File: src/rtl/serial_pkg.sv
// serial_pkg: shared widths, frame length and FSM state encoding for
// the serial transmitter and the matching receiver.
package serial_pkg;

    localparam int DATA_W     = 7;
    localparam int FRAME_BITS = 11;

    typedef enum logic [2:0] {
        IDLE,
        START,
        DATA,
        PAD,
        PARITY,
        STOP
    } ser_state_t;

    // Even parity: XOR of the data bits.
    function automatic logic calc_parity(input logic [DATA_W-1:0] d);
        return ^d;
    endfunction

endpackage

File: src/rtl/serial_tx_fifo.sv
// serial_tx_fifo: synchronous character queue, count-based full/empty.
// Ports: clk, rst (sync, active high), push/push_data, pop/pop_data,
//        full, empty. Push when full and pop when empty are ignored.
module serial_tx_fifo
    import serial_pkg::*;
#(
    parameter int DEPTH = 4
) (
    input  logic              clk,
    input  logic              rst,
    input  logic              push,
    input  logic [DATA_W-1:0] push_data,
    input  logic              pop,
    output logic [DATA_W-1:0] pop_data,
    output logic              full,
    output logic              empty
);

    localparam int            AW    = $clog2(DEPTH);
    localparam logic [AW-1:0] LAST  = AW'(DEPTH - 1);
    localparam logic [AW:0]   FULLC = (AW + 1)'(DEPTH);

    logic [DATA_W-1:0] mem [DEPTH];
    logic [AW-1:0]     wr_ptr;
    logic [AW-1:0]     rd_ptr;
    logic [AW:0]       count;
    logic              do_push;
    logic              do_pop;

    assign do_push  = push & ~full;
    assign do_pop   = pop & ~empty;
    assign full     = (count == FULLC);
    assign empty    = (count == '0);
    assign pop_data = mem[rd_ptr];

    always_ff @(posedge clk) begin
        if (rst) begin
            wr_ptr <= '0;
            rd_ptr <= '0;
            count  <= '0;
        end else begin
            if (do_push)
                wr_ptr <= (wr_ptr == LAST) ? '0 : wr_ptr + 1'b1;
            if (do_pop)
                rd_ptr <= (rd_ptr == LAST) ? '0 : rd_ptr + 1'b1;
            unique case ({do_push, do_pop})
                2'b10:   count <= count + 1'b1;
                2'b01:   count <= count - 1'b1;
                default: count <= count;
            endcase
        end
    end

    always_ff @(posedge clk) begin
        if (do_push)
            mem[wr_ptr] <= push_data;
    end

endmodule

File: src/rtl/serial_transmitter.sv
// serial_transmitter: 11-bit frame serializer (start, d0..d6, pad 0,
// even parity, stop), one bit per clk.
// Ports: clk, rst (sync, active high), in_data/in_valid/in_ready
//        handshake, serial_out (registered, idle 1), busy, frame_done.
// Build option SER_TX_FIFO_EN: FIFO_DEPTH-entry input queue; otherwise
// a single holding register buffers the next character.
module serial_transmitter
    import serial_pkg::*;
#(
    parameter int FIFO_DEPTH = 4
) (
    input  logic              clk,
    input  logic              rst,
    input  logic [DATA_W-1:0] in_data,
    input  logic              in_valid,
    output logic              in_ready,
    output logic              serial_out,
    output logic              busy,
    output logic              frame_done
);

    ser_state_t        state_q;
    ser_state_t        state_d;
    logic [2:0]        bit_idx_q;
    logic [DATA_W-1:0] shreg_q;
    logic              par_q;
    logic              push;
    logic              avail;
    logic              load;
    logic [DATA_W-1:0] head_data;
    logic              line_d;
    logic              busy_d;
    logic              done_d;

    assign push = in_valid & in_ready;
    assign load = avail & ((state_q == IDLE) | (state_q == STOP));

`ifdef SER_TX_FIFO_EN
    logic q_full;
    logic q_empty;

    serial_tx_fifo #(
        .DEPTH(FIFO_DEPTH)
    ) u_fifo (
        .clk      (clk),
        .rst      (rst),
        .push     (push),
        .push_data(in_data),
        .pop      (load),
        .pop_data (head_data),
        .full     (q_full),
        .empty    (q_empty)
    );

    // Ready from occupancy only: no push-through when full.
    assign in_ready = ~q_full;
    assign avail    = ~q_empty;
`else
    logic              hold_v;
    logic [DATA_W-1:0] hold_q;
    logic              unused_depth;

    assign unused_depth = ^FIFO_DEPTH;
    assign in_ready     = ~hold_v;
    assign avail        = hold_v;
    assign head_data    = hold_q;

    // Push needs an empty register and pop a full one: never both.
    always_ff @(posedge clk) begin
        if (rst) begin
            hold_v <= 1'b0;
            hold_q <= '0;
        end else if (push) begin
            hold_v <= 1'b1;
            hold_q <= in_data;
        end else if (load) begin
            hold_v <= 1'b0;
        end
    end
`endif

    always_ff @(posedge clk) begin
        if (rst)
            state_q <= IDLE;
        else
            state_q <= state_d;
    end

    always_comb begin
        state_d = state_q;
        unique case (state_q)
            IDLE:    if (avail) state_d = START;
            START:   state_d = DATA;
            DATA:    if (bit_idx_q == 3'(DATA_W - 1)) state_d = PAD;
            PAD:     state_d = PARITY;
            PARITY:  state_d = STOP;
            STOP:    state_d = avail ? START : IDLE;
            default: state_d = IDLE;
        endcase
    end

    always_ff @(posedge clk) begin
        if (rst) begin
            shreg_q   <= '0;
            bit_idx_q <= '0;
            par_q     <= 1'b0;
        end else if (load) begin
            shreg_q   <= head_data;
            bit_idx_q <= '0;
            par_q     <= calc_parity(head_data);
        end else if (state_q == DATA) begin
            shreg_q   <= shreg_q >> 1;
            bit_idx_q <= (bit_idx_q == 3'(DATA_W - 1)) ? '0
                                                       : bit_idx_q + 1'b1;
        end
    end

    always_comb begin
        line_d = 1'b1;
        busy_d = (state_q != IDLE);
        done_d = (state_q == STOP);
        unique case (state_q)
            IDLE:    line_d = 1'b1;
            START:   line_d = 1'b0;
            DATA:    line_d = shreg_q[0];
            PAD:     line_d = 1'b0;
            PARITY:  line_d = par_q;
            STOP:    line_d = 1'b1;
            default: line_d = 1'b1;
        endcase
    end

    // Outputs are registered, so the line trails the state by one edge.
    always_ff @(posedge clk) begin
        if (rst) begin
            serial_out <= 1'b1;
            busy       <= 1'b0;
            frame_done <= 1'b0;
        end else begin
            serial_out <= line_d;
            busy       <= busy_d;
            frame_done <= done_d;
        end
    end

endmodule

File: config.mk
export PLATFORM = sky130hd
export DESIGN_NAME = serial_transmitter
export DESIGN_NICKNAME = d
export VERILOG_FILES = /design/src/rtl/serial_pkg.sv /design/src/rtl/serial_tx_fifo.sv /design/src/rtl/serial_transmitter.sv
export SDC_FILE = /design/constraint.sdc
export NUM_CORES = 1
export LEC_CHECK = 0
export ABC_AREA = 1
export CORE_UTILIZATION = 35
export DETAILED_ROUTE_END_ITERATION = 6
export GPL_TIMING_DRIVEN = 0
export SYNTH_ARGS = -nofsm -noshare
export SYNTH_HDL_FRONTEND = slang
export SYNTH_SLANG_ARGS = --single-unit
File: constraint.sdc
create_clock -name clk -period 2.38 [get_ports clk]
set_input_delay 0.476 -clock clk [delete_from_list [all_inputs] [get_ports clk]]
set_output_delay 0.476 -clock clk [all_outputs]
set_load 0.02 [all_outputs]
==> results of run 1 <==
## path summary, 6_finish.rpt
check	to	slack [ns]
worst max-delay path	in_ready	0.38
worst min-delay path	shreg_q[1]$_SDFFE_PP0P_	0.49
worst max register to register	bit_idx_q[1]$_SDFFE_PP0N_	1.08
worst min register to register	shreg_q[1]$_SDFFE_PP0P_	0.49
## report_power, final
group	leakage (nW)	internal [mW]	switching, mW
clock network	0.0177	0.0631	0.130
registers	0.205	0.489	0.0595
logic	0.334	0.162	0.235
## synth_stat cells
cell	n	share of area (%)
sky130_fd_sc_hd__nor3_1	1	0.43
sky130_fd_sc_hd__buf_1	1	0.32
sky130_fd_sc_hd__a311oi_1	1	0.76
sky130_fd_sc_hd__o31ai_1	1	0.65
sky130_fd_sc_hd__nor2_2	1	0.54
sky130_fd_sc_hd__nand2_4	1	0.97
sky130_fd_sc_hd__a211oi_1	1	0.65
sky130_fd_sc_hd__dfxtp_1	25	43
sky130_fd_sc_hd__buf_12	1	1.7
sky130_fd_sc_hd__nor2_1	18	5.8
sky130_fd_sc_hd__buf_4	2	1.3
sky130_fd_sc_hd__inv_2	3	0.97
sky130_fd_sc_hd__o21ai_1	4	1.7
sky130_fd_sc_hd__o211ai_1	1	0.65
sky130_fd_sc_hd__inv_1	16	5.2
sky130_fd_sc_hd__nor2_4	2	1.9
sky130_fd_sc_hd__o21ai_0	13	5.6
sky130_fd_sc_hd__nand2_8	1	1.7
sky130_fd_sc_hd__xnor2_1	1	0.76
sky130_fd_sc_hd__nand2_1	30	9.7
sky130_fd_sc_hd__nand2_2	1	0.54
sky130_fd_sc_hd__nand3_1	10	4.3
sky130_fd_sc_hd__nand3_2	4	3.5
sky130_fd_sc_hd__a21oi_1	16	6.9
## layout make-up
| cell class | instances | area (sq um) |
|---|---|---|
| inverter | 19 | 71.32 |
| tap | 44 | 55.05 |
| sequential | 25 | 500.5 |
| buffer | 4 | 38.79 |
| clock buffer | 3 | 22.52 |
| multi-input combinational | 107 | 546.8 |
| clock inverter | 1 | 5.005 |
| timing repair buffer | 13 | 130.1 |
| fill | 354 | 1733 |
## worst reg2reg max path: cells and delay by family, from the launching register on
family | cells | cell delay, ns
AO/OA/AOI/OAI | 2 | 0.16
flip-flops | 1 | 0.39
buffers and inverters | 1 | 0.20
AND/OR/NAND/NOR | 4 | 0.46
## kinds of logic after synthesis
logic type / after synthesis / share of synthesized area (%)
AO/OA/AOI/OAI: 37 / 16.97
XOR/XNOR: 1 / 0.7569
buffers and inverters: 23 / 9.513
flip-flops: 25 / 43.24
AND/OR/NAND/NOR: 69 / 29.51
## state kept, by name, summed over array words and instances (netlist names)
signal      cells
head_data       7
shreg_q         7
bit_idx_q       3
state_q         3
avail           1
busy            1
frame_done      1
par_q           1
serial_out      1
## through the flow
step                hold slack [ns]  setup slack, ns  area [sq um]  util [%]  power (mW)
finish                       0.4855           0.3758          1370     44.15       1.139
global route                 0.5065           0.2907          1370     44.15       1.223
CTS                          0.4870           0.3580          1370     44.15       1.147
detailed placement           0.4694           0.6072          1343     43.27      0.9552
global placement             0.4621           0.6184          1343     43.27      0.9461
floorplan                    0.4425            1.221          1157         -      0.8518
## placed cells by master (no fill, tap or decap), drive strengths merged
cell           instances
a211oi                 1
nor2                  21
a311oi                 1
o211ai                 1
nand3                 14
nand2                 33
dfxtp                 25
inv                   19
nor3                   1
o21ai                 17
o31ai                  1
buf                    4
a21oi                 16
clkbuf                 3
clkinv                 1
xnor2                  1
clkdlybuf4s50         13
## metal layers
layer | GRT usage (%) | vias to the layer above
met5 | 0 | -
li1 | - | 539
met1 | 17.68 | 451
met3 | 2.620 | 5
met4 | 7.973 | 0
met2 | 23.92 | 19
==> run_results.csv, run 1 <==
group,metric,value,unit
status,outcome,"complete, no violations",
critical_path,worstSetupStartpoint,"avail$_SDFFE_PP0P_",
place,placedCellCount,212,
critical_path,critical_path_peak_fanout,5,
synthesis,syn_inst,155,
cts,post_cts_buffers,0,
sta,drv_slew,0,
sta,grt_setup_unrepaired,"false",
route,met3_wirelength,73,um
cts,clk_pin_slew_worst_paths,0.14,ns
critical_path,path_cells,"inv_1 -> clkdlybuf4s50_1",
cts,ctsHtreeMaxLevel,1,
sta,shortest_period_the_worst_path_allows,2.004,ns
cts,cts_tree,"done",
flow_run,timing.max_cap.violations,0,
route,dr_wl_met2,952,um
cells_and_area,finalNonFillerCells,216,
route,remaining_drc_errors,0,
global_routing,gr-total-overflow,0,
critical_path,path_class,"flip-flop to output port",
pwr,p_leak,0.5569,nW
critical_path,worst_ep_arrival_time,1.53,ns
critical_path,cp_top_family,"buffers and inverters",
critical_path,slowest_delay,0.55,ns
cells_and_area,antenna-diode-count,0,
synthesis,syn-mean-instance-area,7.467,sq um
cells_and_area,area.growth.synth_to_final,18.38,%
sta,timing.final.hold_violations,0,
floorplan,num_rows,20,
synthesis,synth_cell_type_count,24,
place,gp_congestion,0.7633,
floorplan,fp.dieArea,3541,sq um
global_routing,antenna_violations_before_repair,0,
place,dp_hpwl,1.647,mm
route,detail-route-antenna-nets,0,
critical_path,reg2reg_depth,7,
worst_hold_path,hold_start,"shreg_q[1]$_SDFFE_PP0P_",
critical_path,path_buf_inv,2,
global_routing,maximum_number_of_pins_on_one_net_before_global_route_repair,15,
route,detailedRoute.firstPassIterationCount,4,
pwr,pwr_density_cell,831.7,nW/um^2
route,routed_wirelength,2.116,mm
cts,insertion_delay_of_the_later_clocked_pin_in_the_worst_skew_pair,0.33,ns
place,numPortBuffers,13,
sta,clock-skew-final,0.009739,ns
cts,cts_max_path_buffers,2,
route,highest_layer,"met4",
cts,postCtsHoldBufs,0,
critical_path,start_kind,"flip-flop",
synthesis,syn-num-nets,165,
cts,cts-buffers-inserted,3,
floorplan,die_width,59.51,um
critical_path,critPathRequiredTime,1.90,ns
critical_path,cp_max_delay_cell,"sky130_fd_sc_hd__clkdlybuf4s50_1",
cts,postCtsResizedCells,0,
global_routing,number_of_global_route_vias_before_repair,892,
critical_path,path_depth,2,
sta,worstMarginPinSlew,0.4372,ns
route,met1Wirelength,1.041,mm
cells_and_area,post_route_cells_drive_above_1_share,11.63,%
synthesis,synth_seq_area_share,43.24,%
synthesis,post_synth_instance_area,1157,sq um
sta,finalSetupViolations,0,
worst_hold_path,worst_hold_path.num_cells,2,
cts,clock_tree.root_cell,"sky130_fd_sc_hd__clkbuf_4",
worst_hold_path,min_path_type,"flip-flop to flip-flop",
global_routing,wire_length_of_the_first_global_routing_pass,3.795,mm
floorplan,floorplan.die.height,59.51,um
cells_and_area,fin_nets,183,
floorplan,starting_utilization_of_the_core_area,37.30,%
critical_path,timing.critical_path.to_type,"output port",
route,post_drt_wl_per_cell,9.796,um
route,viasPerCell,4.694,
global_routing,grt.total_usage,14.46,%
synthesis,number_of_warning_messages_in_the_yosys_log,0,
route,via_count,1014,
route,first_iter_violations,35,
synthesis,ys_ff_latch,25,
floorplan,area_of_the_core,3103,sq um
cts,clock-sinks,25,
floorplan,floorplan.io_pins,14,
sta,slew_headroom,70.85,%
sta,sum_of_negative_setup_slack,0,ns
pwr,power.ir.vdd_worst,0.2747,mV
sta,final_min_period_over_clock_period,84.21,%
critical_path,crit-reg2reg-launch,"state_q[2]$_SDFFE_PP0P_",
sta,fmaxAchievable,0.4989,GHz
No activity file was read; power rests on OpenSTA's default activity.
==> inputs of run 2 (changes only) <==
==> constraint.sdc (replaced) <==
create_clock -name clk -period 1.8 [get_ports clk]
set_input_delay 0.36 -clock clk [delete_from_list [all_inputs] [get_ports clk]]
set_output_delay 0.36 -clock clk [all_outputs]
set_load 0.02 [all_outputs]
==> run 2 against run 1 <==
Global-route usage unchanged. Non-clock buffer count unchanged. Wire length about the same. Cell count unchanged. Die area unchanged. Via count unchanged. Combinational power increased by 32%. Core utilization unchanged. Register-to-register slack got worse by 0.58 ns. Largest power group unchanged.
==> run_results.csv, run 2 (same netlist as run 1, synthesis figures left out) <==
group,metric,value,unit
critical_path,start_kind,"flip-flop",
critical_path,critical_path_peak_fanout,1,
floorplan,starting_utilization_of_the_core_area,37.30,%
cells_and_area,layout.cells.most_common_list,"sky130_fd_sc_hd__nand2_1, sky130_fd_sc_hd__dfxtp_1, sky130_fd_sc_hd__nor2_1",
global_routing,antenna_violations_before_repair,0,
place,preCtsSetupSlack,0.1432,ns
pwr,pwr_density_cell,1099,nW/um^2
sta,slew_headroom,70.85,%
cells_and_area,register_area,501.7,sq um
route,detail-route-antenna-nets,0,
critical_path,cp_max_delay_cell,"sky130_fd_sc_hd__clkdlybuf4s50_1",
floorplan,num_rows,20,
pwr,power.ir.vdd_worst,0.3796,mV
critical_path,reg2reg_depth,7,
worst_hold_path,worst_hold_path.num_cells,2,
critical_path,path_class,"flip-flop to output port",
pwr,p_leak,0.5568,nW
floorplan,fp.dieArea,3541,sq um
critical_path,path_cells,"clkdlybuf4s50_1",
route,viasPerCell,4.694,
place,gp_congestion,0.7633,
cells_and_area,post_route_cells_drive_above_1_share,12.21,%
cells_and_area,fillCellCount,354,
critical_path,path_depth,1,
floorplan,floorplan.io_pins,14,
route,routed_wirelength,2.115,mm
critical_path,timing.critical_path.to_type,"output port",
flow_run,timing.max_cap.violations,0,
cts,post_cts_buffers,0,
cts,clock_tree.root_cell,"sky130_fd_sc_hd__clkbuf_4",
cells_and_area,fin_nets,183,
sta,worstMarginPinSlew,0.4372,ns
critical_path,critPathRequiredTime,1.44,ns
cts,clk_pin_slew_worst_paths,0.14,ns
cells_and_area,mostFrequentLayoutCell,"sky130_fd_sc_hd__nand2_1",
route,remaining_drc_errors,0,
sta,fmaxAchievable,0.6211,GHz
route,first_iter_violations,35,
cts,cts_max_path_buffers,2,
route,detailedRoute.firstPassIterationCount,4,
cells_and_area,area.growth.synth_to_final,18.38,%
route,post_drt_wl_per_cell,9.792,um
cells_and_area,final_design_area_no_fill,1370,sq um
global_routing,gr-total-overflow,0,
cts,cts_tree,"done",
worst_hold_path,min_path_type,"flip-flop to flip-flop",
sta,timing.final.hold_violations,0,
floorplan,area_of_the_core,3103,sq um
place,dp_hpwl,1.647,mm
sta,shortest_period_the_worst_path_allows,1.610,ns
sta,drv_slew,0,
sta,clock-skew-final,0.009739,ns
sta,final.setup.worst_slack,0.1900,ns
global_routing,wire_length_of_the_first_global_routing_pass,3.795,mm
place,numPortBuffers,13,
sta,grt_setup_unrepaired,"false",
cts,ctsHtreeMaxLevel,1,
cts,cts-buffers-inserted,3,
critical_path,path_buf_inv,1,
floorplan,die_width,59.51,um
place,postPlaceCellArea,1343,sq um
global_routing,maximum_number_of_pins_on_one_net_before_global_route_repair,15,
cts,clock-sinks,25,
global_routing,number_of_global_route_vias_before_repair,892,
critical_path,cp_top_family,"buffers and inverters",
global_routing,grt.total_usage,14.46,%
sta,finalSetupViolations,0,
sta,final_min_period_over_clock_period,89.44,%
status,outcome,"complete, no violations",
cts,insertion_delay_of_the_later_clocked_pin_in_the_worst_skew_pair,0.33,ns
critical_path,slowest_delay,0.59,ns
cells_and_area,multi_input_area,546.8,sq um
route,via_count,1014,
cells_and_area,antenna-diode-count,0,
sta,sum_of_negative_setup_slack,0,ns
critical_path,worst_ep_arrival_time,1.25,ns
floorplan,floorplan.die.height,59.51,um
run 2: cell types whose count changed in the layout (fill, tap and decap cells not counted):
cell | previous run | this run
sky130_fd_sc_hd__dfxtp_1 | 25 | 24
sky130_fd_sc_hd__clkdlybuf4s50_1 | 13 | 12
sky130_fd_sc_hd__dfxtp_2 | 0 | 1
sky130_fd_sc_hd__dlygate4sd2_1 | 0 | 1
run 2: power breakdown:
part | total (mW) | internal, mW | switching [mW]
Clock | 0.256 | 0.0835 | 0.172
Combinational | 0.523 | 0.212 | 0.311
Sequential | 0.726 | 0.648 | 0.0787
Total | 1.51 | 0.943 | 0.562
run 2: path summary, 6_finish.rpt:
| check | start | end | slack [ns] |
|---|---|---|---|
| max | frame_done$_SDFF_PP0_ | frame_done | 0.19 |
| min reg2reg | shreg_q[1]$_SDFFE_PP0P_ | shreg_q[1]$_SDFFE_PP0P_ | 0.49 |
| max reg2reg | state_q[2]$_SDFFE_PP0P_ | bit_idx_q[1]$_SDFFE_PP0N_ | 0.50 |
| min | shreg_q[1]$_SDFFE_PP0P_ | shreg_q[1]$_SDFFE_PP0P_ | 0.49 |
run 2: what timing repair did:
action | 4_1_cts | 5_1_grt
hold buffers | 0 | 0
gates resized for setup | 2 | 0
endpoints found under the setup margin | 1 | 0
run 2: area by class of cell:
cell class | instances | share of cell area [%]
repair buffers | 13 | 9.406
inverters | 19 | 5.205
clock inverters | 1 | 0.3653
flip-flops and latches | 25 | 36.62
well taps | 44 | 4.018
clock buffers | 3 | 1.644
plain buffers | 4 | 2.831
multi-input cells | 107 | 39.91
run 2: worst register-to-register path: stages, from the launching register on:
cell and delay (ns):
sky130_fd_sc_hd__dfxtp_1 0.39, sky130_fd_sc_hd__nor2_1 0.20, sky130_fd_sc_hd__nand2_1 0.11, sky130_fd_sc_hd__buf_4 0.20, sky130_fd_sc_hd__nor2_4 0.10, sky130_fd_sc_hd__o21ai_0 0.08, sky130_fd_sc_hd__o21ai_1 0.08, sky130_fd_sc_hd__nor2_1 0.05
run 2: routing by layer:
layer  track usage, %  vias to the layer above  part of all wire [%]
met5                0                        -                     0
met3            2.620                        5                   3.5
met4            7.973                        0                   2.3
met2            23.92                       19                    45
met1            17.68                      451                    49
li1                 -                      539                     -
run 2: per-stage QoR:
step | instances | util [%] | power, mW | hold slack (ns)
5_1_grt | 216 | 44.15 | 1.616 | 0.5065
3_5_place_dp | 212 | 43.27 | 1.263 | 0.4694
6_report | 216 | 44.15 | 1.505 | 0.4855
2_1_floorplan | 155 | - | 1.126 | 0.4413
4_1_cts | 216 | 44.15 | 1.515 | 0.4870
3_3_place_gp | 212 | 43.27 | 1.251 | 0.4621
==> inputs of run 3 (changes only) <==
--- a/config.mk
+++ b/config.mk
@@ -9,6 +9,8 @@
 export CORE_UTILIZATION = 35
 export DETAILED_ROUTE_END_ITERATION = 6
 export GPL_TIMING_DRIVEN = 0
+export HOLD_SLACK_MARGIN = 0.08
+export REMOVE_ABC_BUFFERS = 1
 export SYNTH_ARGS = -nofsm -noshare
 export SYNTH_HDL_FRONTEND = slang
 export SYNTH_SLANG_ARGS = --single-unit
==> run 3 against run 2 <==
Largest cell class unchanged. Design area shrank 2.9%. Largest power group unchanged. Clock power is essentially flat. Core utilization shrank 1.3 points. Worst setup slack gained 0.0050 ns. Critical path depth is the same. Global-route usage shrank 0.93 points. Sequential power is essentially flat.
==> run_results.csv, run 3 (same netlist as run 1, synthesis figures left out) <==
group,metric,value,unit
flow_run,timing.max_cap.violations,0,
cells_and_area,post-route-util,42.86,%
floorplan,floorplan.io_pins,14,
sta,fmaxAchievable,0.6230,GHz
place,postPlaceCellArea,1304,sq um
cts,cts_max_path_buffers,2,
cells_and_area,post_route_cells_drive_above_1_share,10.12,%
cts,cts-buffers-inserted,3,
sta,finalSetupViolations,0,
global_routing,antenna_violations_before_repair,0,
floorplan,starting_utilization_of_the_core_area,37.30,%
critical_path,crit_end,"frame_done",
critical_path,critical_path_peak_fanout,1,
floorplan,die_width,59.51,um
global_routing,maximum_number_of_pins_on_one_net_before_global_route_repair,20,
cells_and_area,finalNonFillerCells,212,
critical_path,cp_max_delay_cell,"sky130_fd_sc_hd__clkdlybuf4s50_1",
status,outcome,"complete, no violations",
sta,grt_setup_unrepaired,"false",
sta,final.setup.worst_slack,0.1950,ns
route,remaining_drc_errors,0,
place,gp_congestion,0.7461,
sta,slew_headroom,63.40,%
global_routing,grt.total_usage,13.52,%
route,via_count,993,
route,routed_wirelength,2.089,mm
pwr,sequentialPowerShare,49.8,%
global_routing,wire_length_of_the_first_global_routing_pass,3.581,mm
critical_path,worstSetupStartpoint,"frame_done$_SDFF_PP0_",
place,dp_hpwl,1.580,mm
worst_hold_path,min_path_type,"flip-flop to flip-flop",
floorplan,area_of_the_core,3103,sq um
cts,cts_tree,"done",
cts,insertion_delay_of_the_later_clocked_pin_in_the_worst_skew_pair,0.32,ns
pwr,internal-power,0.9142,mW
critical_path,worst_ep_arrival_time,1.25,ns
cts,clk_pin_slew_worst_paths,0.13,ns
place,numPortBuffers,13,
sta,drv_slew,0,
critical_path,slowest_delay,0.59,ns
global_routing,gr-total-overflow,0,
critical_path,path_depth,1,
critical_path,rrSetupSlack,0.19,ns
sta,timing.final.hold_violations,0,
critical_path,worstReg2RegEnd,"shreg_q[1]$_SDFFE_PP0P_",
place,placedCellCount,208,
cells_and_area,area.growth.synth_to_final,14.92,%
critical_path,critPathRequiredTime,1.44,ns
floorplan,fp.dieArea,3541,sq um
cells_and_area,final_design_area_no_fill,1330,sq um
route,detailedRoute.firstPassIterationCount,6,
route,first_iter_violations,27,
pwr,part_of_the_total_power_dissipated_in_combinational_logic,32.8,%
pwr,p_leak,0.5337,nW
critical_path,path_buf_inv,1,
cells_and_area,fin_nets,179,
critical_path,start_kind,"flip-flop",
pwr,switchingPower,0.5422,mW
sta,clock-skew-final,0.003638,ns
floorplan,floorplan.die.height,59.51,um
route,post_drt_wl_per_cell,9.854,um
cells_and_area,layout.cells.most_common_list,"sky130_fd_sc_hd__nand2_1, sky130_fd_sc_hd__dfxtp_1, sky130_fd_sc_hd__nor2_1",
cts,clock_tree.root_cell,"sky130_fd_sc_hd__clkbuf_4",
pwr,power.ir.vdd_worst,0.2866,mV
cts,ctsHtreeMaxLevel,1,
cts,postCtsHoldBufs,0,
pwr,pwr_density_cell,1095,nW/um^2
cells_and_area,antenna-diode-count,0,
sta,final_min_period_over_clock_period,89.17,%
critical_path,crit-reg2reg-launch,"state_q[2]$_SDFFE_PP0P_",
pwr,p_clk_share,17.4,%
critical_path,path_class,"flip-flop to output port",
floorplan,num_rows,20,
route,viasPerCell,4.684,
global_routing,number_of_global_route_vias_before_repair,899,
cts,clock-sinks,25,
critical_path,path_cells,"clkdlybuf4s50_1",
place,preCtsSetupSlack,-0.003389,ns
critical_path,timing.critical_path.to_type,"output port",
critical_path,cp_top_family,"buffers and inverters",
critical_path,reg2reg_depth,7,
cells_and_area,mostFrequentLayoutCell,"sky130_fd_sc_hd__nand2_1",
route,detail-route-antenna-nets,0,
sta,shortest_period_the_worst_path_allows,1.605,ns
sta,worstMarginPinSlew,0.5477,ns
pwr,power.switching_fraction,37.23,%
-- run 3: cell count changes in the layout (fill, tap and decap cells not counted), sizes merged --
| cell | delta |
|---|---|
| clkbuf | +1 |
| clkinv | -1 |
| buf | -4 |
-- run 3: routing by layer --
layer | up-vias | global-route usage (%) | wire length (um)
li1 | 529 | - | -
met1 | 443 | 15.86 | 1011
met2 | 16 | 23.11 | 961
met3 | 5 | 2.838 | 70
met4 | 0 | 6.977 | 46
met5 | - | 0 | 0
-- run 3: layout make-up --
cell class,instances,area (sq um)
Fill cell,352,1773
Tap cell,44,55.05
Multi-Input combinational cell,107,546.8
Timing Repair Buffer,13,128.9
Clock buffer,4,26.28
Inverter,19,71.32
Sequential cell,25,501.7
-- run 3: power groups by stage --
stage                     combinational [mW]  sequential (mW)  clock, mW
final                                  0.478            0.725      0.254
after global routing                   0.538            0.737      0.289
after CTS                              0.484            0.725      0.264
after detailed placement               0.485            0.737          0
after global placement                 0.475            0.735          0
after floorplan                        0.344            0.743          0
-- run 3: what timing repair did --
item                                    4_1_cts  5_1_grt
hold endpoints to repair                      0        0
endpoints found under the setup margin        1        0
setup buffers                                 0        0
gates resized for setup                       2        0
-- run 3: worst register-to-register path: stages, from the launching register on --
cell,delay (ns)
sky130_fd_sc_hd__dfxtp_1,0.38
sky130_fd_sc_hd__nor2_1,0.19
sky130_fd_sc_hd__nand2_1,0.36
sky130_fd_sc_hd__inv_2,0.26
sky130_fd_sc_hd__nand2_1,0.08
sky130_fd_sc_hd__nand2_1,0.06
sky130_fd_sc_hd__o21ai_0,0.07
sky130_fd_sc_hd__a21oi_1,0.14
-- run 3: how the worst min path moves through the flow --
stage,startpoint,endpoint,slack (ns),cells after the start
floorplan,rst,shreg_q[0]$_SDFFE_PP0P_,0.43,1
global placement,shreg_q[1]$_SDFFE_PP0P_,shreg_q[1]$_SDFFE_PP0P_,0.47,2
detailed placement,par_q$_SDFFE_PP0P_,serial_out$_SDFF_PP1_,0.46,2
CTS,par_q$_SDFFE_PP0P_,serial_out$_SDFF_PP1_,0.49,2
global route,shreg_q[5]$_SDFFE_PP0P_,shreg_q[5]$_SDFFE_PP0P_,0.51,2
finish,par_q$_SDFFE_PP0P_,serial_out$_SDFF_PP1_,0.49,2
-- run 3: per-stage QoR --
step	hold slack [ns]	setup TNS, ns	power (mW)
after floorplan	0.4291	0	1.087
after global placement	0.4669	0	1.210
after detailed placement	0.4640	-0.004555	1.222
after CTS	0.4936	0	1.473
after global routing	0.5127	0	1.564
final	0.4856	0	1.456
